**src/rtl/wb_regfile.sv**
```systemverilog
// Write-back stage register file: 32x32 GPRs, HI/LO, FLAGS, LLbit and a commit counter,
// with zero-latency write-through bypass on every read path.
module wb_regfile (
    input  logic        clk,
    input  logic        rst,
    input  logic [4:0]  wb_wd,
    input  logic        wb_wreg,
    input  logic [31:0] wb_wdata,
    input  logic [31:0] wb_hi,
    input  logic [31:0] wb_lo,
    input  logic        wb_we,
    input  logic [31:0] wb_flags,
    input  logic        wb_llbit_we,
    input  logic        wb_llbit_value,
    input  logic        flush,
    input  logic        re1,
    input  logic [4:0]  raddr1,
    input  logic        re2,
    input  logic [4:0]  raddr2,
    output logic [31:0] rdata1,
    output logic [31:0] rdata2,
    output logic [31:0] hi_o,
    output logic [31:0] lo_o,
    output logic [31:0] flags_o,
    output logic        llbit_o,
    output logic [31:0] commit_cnt
);

    logic [31:0] gpr_q [32];
    logic [31:0] hi_q, hi_d;
    logic [31:0] lo_q, lo_d;
    logic [31:0] flags_q, flags_d;
    logic        llbit_q, llbit_d;
    logic [31:0] commit_cnt_q, commit_cnt_d;
    logic        commit;

    assign commit = wb_wreg | wb_we;

    // GPR0 is hardwired to zero, so only the bypass and the array need the address-zero guard
    function automatic logic [31:0] readPort(input logic re, input logic [4:0] addr);
        logic [31:0] value;
        value = '0;
        if (re && addr != 5'd0) begin
            if (wb_wreg && addr == wb_wd) begin
                value = wb_wdata;
            end else begin
                value = gpr_q[addr];
            end
        end
        return value;
    endfunction

    assign rdata1 = readPort(re1, raddr1);
    assign rdata2 = readPort(re2, raddr2);

    always_comb begin
        hi_d         = hi_q;
        lo_d         = lo_q;
        flags_d      = flags_q;
        llbit_d      = llbit_q;
        commit_cnt_d = commit_cnt_q;
        if (wb_we) begin
            hi_d = wb_hi;
            lo_d = wb_lo;
        end
        if (commit) begin
            flags_d      = wb_flags;
            commit_cnt_d = commit_cnt_q + 32'd1;
        end
        // A flush kills a pending LL reservation even if the same instruction sets it
        if (flush) begin
            llbit_d = 1'b0;
        end else if (wb_llbit_we) begin
            llbit_d = wb_llbit_value;
        end
    end

    assign hi_o       = hi_d;
    assign lo_o       = lo_d;
    assign flags_o    = flags_d;
    assign llbit_o    = llbit_d;
    assign commit_cnt = commit_cnt_q;

    always_ff @(posedge clk or posedge rst) begin
        if (rst) begin
            for (int i = 0; i < 32; i++) begin
                gpr_q[i] <= '0;
            end
        end else if (wb_wreg && wb_wd != 5'd0) begin
            gpr_q[wb_wd] <= wb_wdata;
        end
    end

    always_ff @(posedge clk or posedge rst) begin
        if (rst) begin
            hi_q         <= '0;
            lo_q         <= '0;
            flags_q      <= '0;
            llbit_q      <= 1'b0;
            commit_cnt_q <= '0;
        end else begin
            hi_q         <= hi_d;
            lo_q         <= lo_d;
            flags_q      <= flags_d;
            llbit_q      <= llbit_d;
            commit_cnt_q <= commit_cnt_d;
        end
    end

endmodule

```
**config.mk**
```make
export PLATFORM = sky130hd
export DESIGN_NAME = wb_regfile
export DESIGN_NICKNAME = d
export VERILOG_FILES = /design/src/rtl/wb_regfile.sv
export SDC_FILE = /design/constraint.sdc
export NUM_CORES = 2
export LEC_CHECK = 0
export ABC_CLOCK_PERIOD_IN_PS = 69700
export BUFFER_PORTS_ARGS = -buffer_cell sky130_fd_sc_hd__buf_2
export CORE_ASPECT_RATIO = 1.5
export CORE_MARGIN = 1
export CORE_UTILIZATION = 50
export CTS_CLUSTER_SIZE = 25
export DETAILED_ROUTE_END_ITERATION = 8
export GPL_ROUTABILITY_DRIVEN = 0
export PLACE_DENSITY = 0.67
export RECOVER_POWER = 100
export SLEW_MARGIN = 20
export SYNTH_ARGS = -nofsm -noshare
export SYNTH_HDL_FRONTEND = slang
export SYNTH_SLANG_ARGS = --single-unit
```
**constraint.sdc**
```tcl
create_clock -name clk -period 69.7 [get_ports clk]
set_input_delay 6.97 -clock clk [delete_from_list [all_inputs] [get_ports clk]]
set_output_delay 6.97 -clock clk [all_outputs]
set_load 0.01 [all_outputs]
```
==> summary.txt <==
GRT
  – First-pass GRT wire length: 284.2 mm
  – Gr usage total: 32.10%
  – Vias in the first global route: 41,835
  – Pin count of the biggest net entering global routing: 150
  – Gr ovfl total: 0
  – Initial antenna violation count: 13

Floorplanning
  – Total die area: 0.1210 sq mm
  – Die extent in x: 284.4 um
  – Core ar.: 0.1189 sq mm
  – Placement row count: 155
  – I/O pin cnt: 345
  – Die height: 425.6 um
  – Initial Utilization: 50.30%

Timing
  – Max_slew headroom: -439.1%
  – Setup TNS: 0 ns
  – RSZ-0062 raised after global routing: no
  – Final period util: 35.23%
  – Final setup vio count: 0
  – Worst slew pin tran: 8.087 ns
  – Fin crit period: 24.56 ns
  – Slew Viols, Final: 2,504
  – Max Freq: 40.72 MHz
  – Final Hold Vio Count: 0
  – Setup Skew: 0.004533 ns
  – Setup WS post-layout: 45.14 ns

CTS
  – Post-CTS Setup Bufs: 0
  – Hold buffers post-CTS: 0
  – Clock-pin slew on the worst setup and hold paths: 0.06 ns
  – H-tree Lvls: 3
  – Root Buffer Master: clkbuf_16
  – CTS Buf Count: 114
  – CTS tree: done
  – Clock Path Buffers: 3
  – Clock Sinks: 1,153
  – Clk_lat worst skew: 0.74 ns
  – Cts repair resizes: 0

Critical path
  – Worst Path Class, Setup: in2out
  – Reg2Reg Setup Slack: 67.74 ns
  – Type of destination of the critical path: primary output
  – Worst r2r src: commit_cnt[0]
  – Startpoint types: input pin
  – CP Max Fanout: 46
  – Arr. time, crit path: 17.59 ns
  – WP data required: 62.73 ns
  – R2r endpoint: commit_cnt[31]
  – R2R cell count: 5

Status
  – Failing checks: capacitance limit, slew limit
  – Status: finished with violations

Route
  – Drt total wl: 192.5 mm
  – Drt first pass iters: 5
  – Avg WL per Cell: 32.38 um
  – Initial drt markers: 3,269
  – DR vias: 39,899
  – Routed vias/inst: 6.712
  – Routed Antenna Nets: 0
  – Post-route DRC: 0

Synth
  – Seq/Total Area, Yosys: 48.25%
  – Number of synthesized flops with an enable pin: 0
  – Synth top area cells: dfrtp_1 48%, mux2_2 21%, mux4_2 13%, mux2i_1 5.5%, clkbuf_1 1.5%
  – Post-synthesis register bit count: 1,153
  – Synth warn: 0
  – Post-Syn Nets: 4,322
  – Post-synth top flop: dfrtp_1
  – Top cells by count, synth: 1,153 x dfrtp_1, 1,109 x mux2_2, 354 x mux4_2
  – Mapped Avg Cell Area: 14.34 sq um
  – Cell taking the most area after synthesis: dfrtp_1
  – Post-Syn Instances: 4,169
  – Top-area cell type share of the netlist area: 48.25%
  – Netlist Area Pre-Place: 0.05980 sq mm
  – Async S/R FF share, synth: 100.0%
  – Top-count cell post-synth: dfrtp_1
  – Library cells used by synthesis: 49

Hold path
  – HP Class: reg2reg
  – Hold Path Sink: gpr_q[1007]
  – Hold Crit Start: gpr_q[1007]
  – Hold depth: 0

Final layout
  – Fillcell total: 9,736
  – Share of layout cells above drive strength 1: 42.57%
  – Final nets: 4,423
  – Post-synthesis to final-layout area growth: 10.18%

Job
  – Max-Cap Viols: 71

Pwr
  – Leak Pwr: 28.76 nW
  – Pwr Density: 28.84 mW/mm^2
  – VDD IR max: 23.55 uV

Placement
  – Hpwl dp: 114.9 mm
  – Port Buffer Count: 344
  – Dpl ws: 51.74 ns
-- area by class of cell --
class | instances | area, sq um | share of cell area [%]
clock buffer | 167 | 3364 | 5.106
inverter | 2 | 8.758 | 0.01329
tap | 1570 | 1964 | 2.981
timing repair buffer | 442 | 2112 | 3.205
clock inverter | 44 | 619.3 | 0.9400
multi-input combinational | 2557 | 28950 | 43.93
antenna | 9 | 22.52 | 0.03418
sequential | 1153 | 28850 | 43.79
-- logic make-up after synthesis --
group | synth area share (%)
AO/OA/AOI/OAI | 6.111
XOR/XNOR | 0.6004
adder cells (fa/ha/maj) | 0.02092
buffers and inverters | 3.481
flip-flops | 48.25
multiplexers | 39.70
AND/OR/NAND/NOR | 1.837
-- state kept, by name (all words and copies together) (netlist names) --
signal / count
lo_q: 32
flags_q: 32
commit_cnt: 32
hi_q: 32
llbit_q: 1
gpr_q: 1024
-- power by group --
group / switching (mW) / leakage [nW] / internal [mW] / total [mW]
sequential: 0.0867 / 14.7 / 0.790 / 0.877
clock: 0.280 / 1.97 / 0.380 / 0.659
combinational: 0.157 / 12.1 / 0.207 / 0.364
total: 0.523 / 28.8 / 1.38 / 1.90
-- cell usage in the layout, fill, tap and decap left out, drive strengths merged, types with 5 or more instances in the layout --
cell type | Yosys | final
a2111oi | 31 | 31
a211oi | 22 | 22
a21o | 18 | 18
a21oi | 93 | 93
a221oi | 8 | 8
a22o | 65 | 65
a22oi | 96 | 96
a311oi | 11 | 11
a31oi | 11 | 11
a32o | 11 | 11
and2 | 8 | 8
and3 | 9 | 9
and4 | 5 | 5
buf | 212 | 218
bufinv | 0 | 12
clkbuf | 245 | 391
clkinv | 0 | 27
dfrtp | 1153 | 1153
diode | 0 | 9
mux2 | 1109 | 1109
mux2i | 328 | 328
mux4 | 354 | 354
nand2 | 103 | 103
nand3 | 30 | 30
nand3b | 7 | 7
nand4 | 8 | 8
nor2 | 32 | 32
nor2b | 9 | 9
o211ai | 8 | 8
o21ai | 19 | 19
o221ai | 45 | 45
o22ai | 53 | 53
or3b | 5 | 5
xnor2 | 30 | 30
xor2 | 11 | 11
-- metal layers --
layer  share of wire (%)  GRT usage [%]
met1                  37          38.97
met4                 6.0          17.97
met2                  50          54.17
met3                 7.0          5.675
met5               0.029              0
-- metrics by stage --
stage | cell area [sq um] | power [mW] | utilization [%] | std cells | hold slack [ns]
3_5_place_dp | 62520 | 1.254 | 52.59 | 5724 | 0.3871
3_3_place_gp | 62520 | 1.238 | 52.59 | 5724 | 0.3765
5_1_grt | 65880 | 1.977 | 55.42 | 5940 | 0.4093
2_1_floorplan | 59800 | 1.148 | - | 4169 | 0.4413
4_1_cts | 66500 | 1.911 | 55.94 | 5935 | 0.4033
6_report | 65890 | 1.900 | 55.42 | 5944 | 0.4005
-- how the worst max path moves through the flow --
stage               startpoint             to  slack, ns  cells past startpoint
floorplan                  rst  commit_cnt[0]      30.26                      1
global placement     raddr1[0]     rdata1[24]      51.77                      9
detailed placement   raddr1[0]     rdata1[19]      51.74                      9
CTS                  raddr1[0]     rdata1[19]      51.73                      9
global route               rst      gpr_q[89]      43.84                      5
finish               raddr2[2]      rdata2[6]      45.14                      9
-- worst max-delay path, stage by stage --
cell       delay [ns]
clkbuf_1         2.56
clkbuf_1         2.06
clkbuf_1         1.98
nor2_1           1.50
clkbuf_1         0.99
a2111oi_0        0.74
a21oi_1          0.17
a22o_1           0.26
buf_2            0.15
Note: power is estimated with default switching activity, not from simulation.
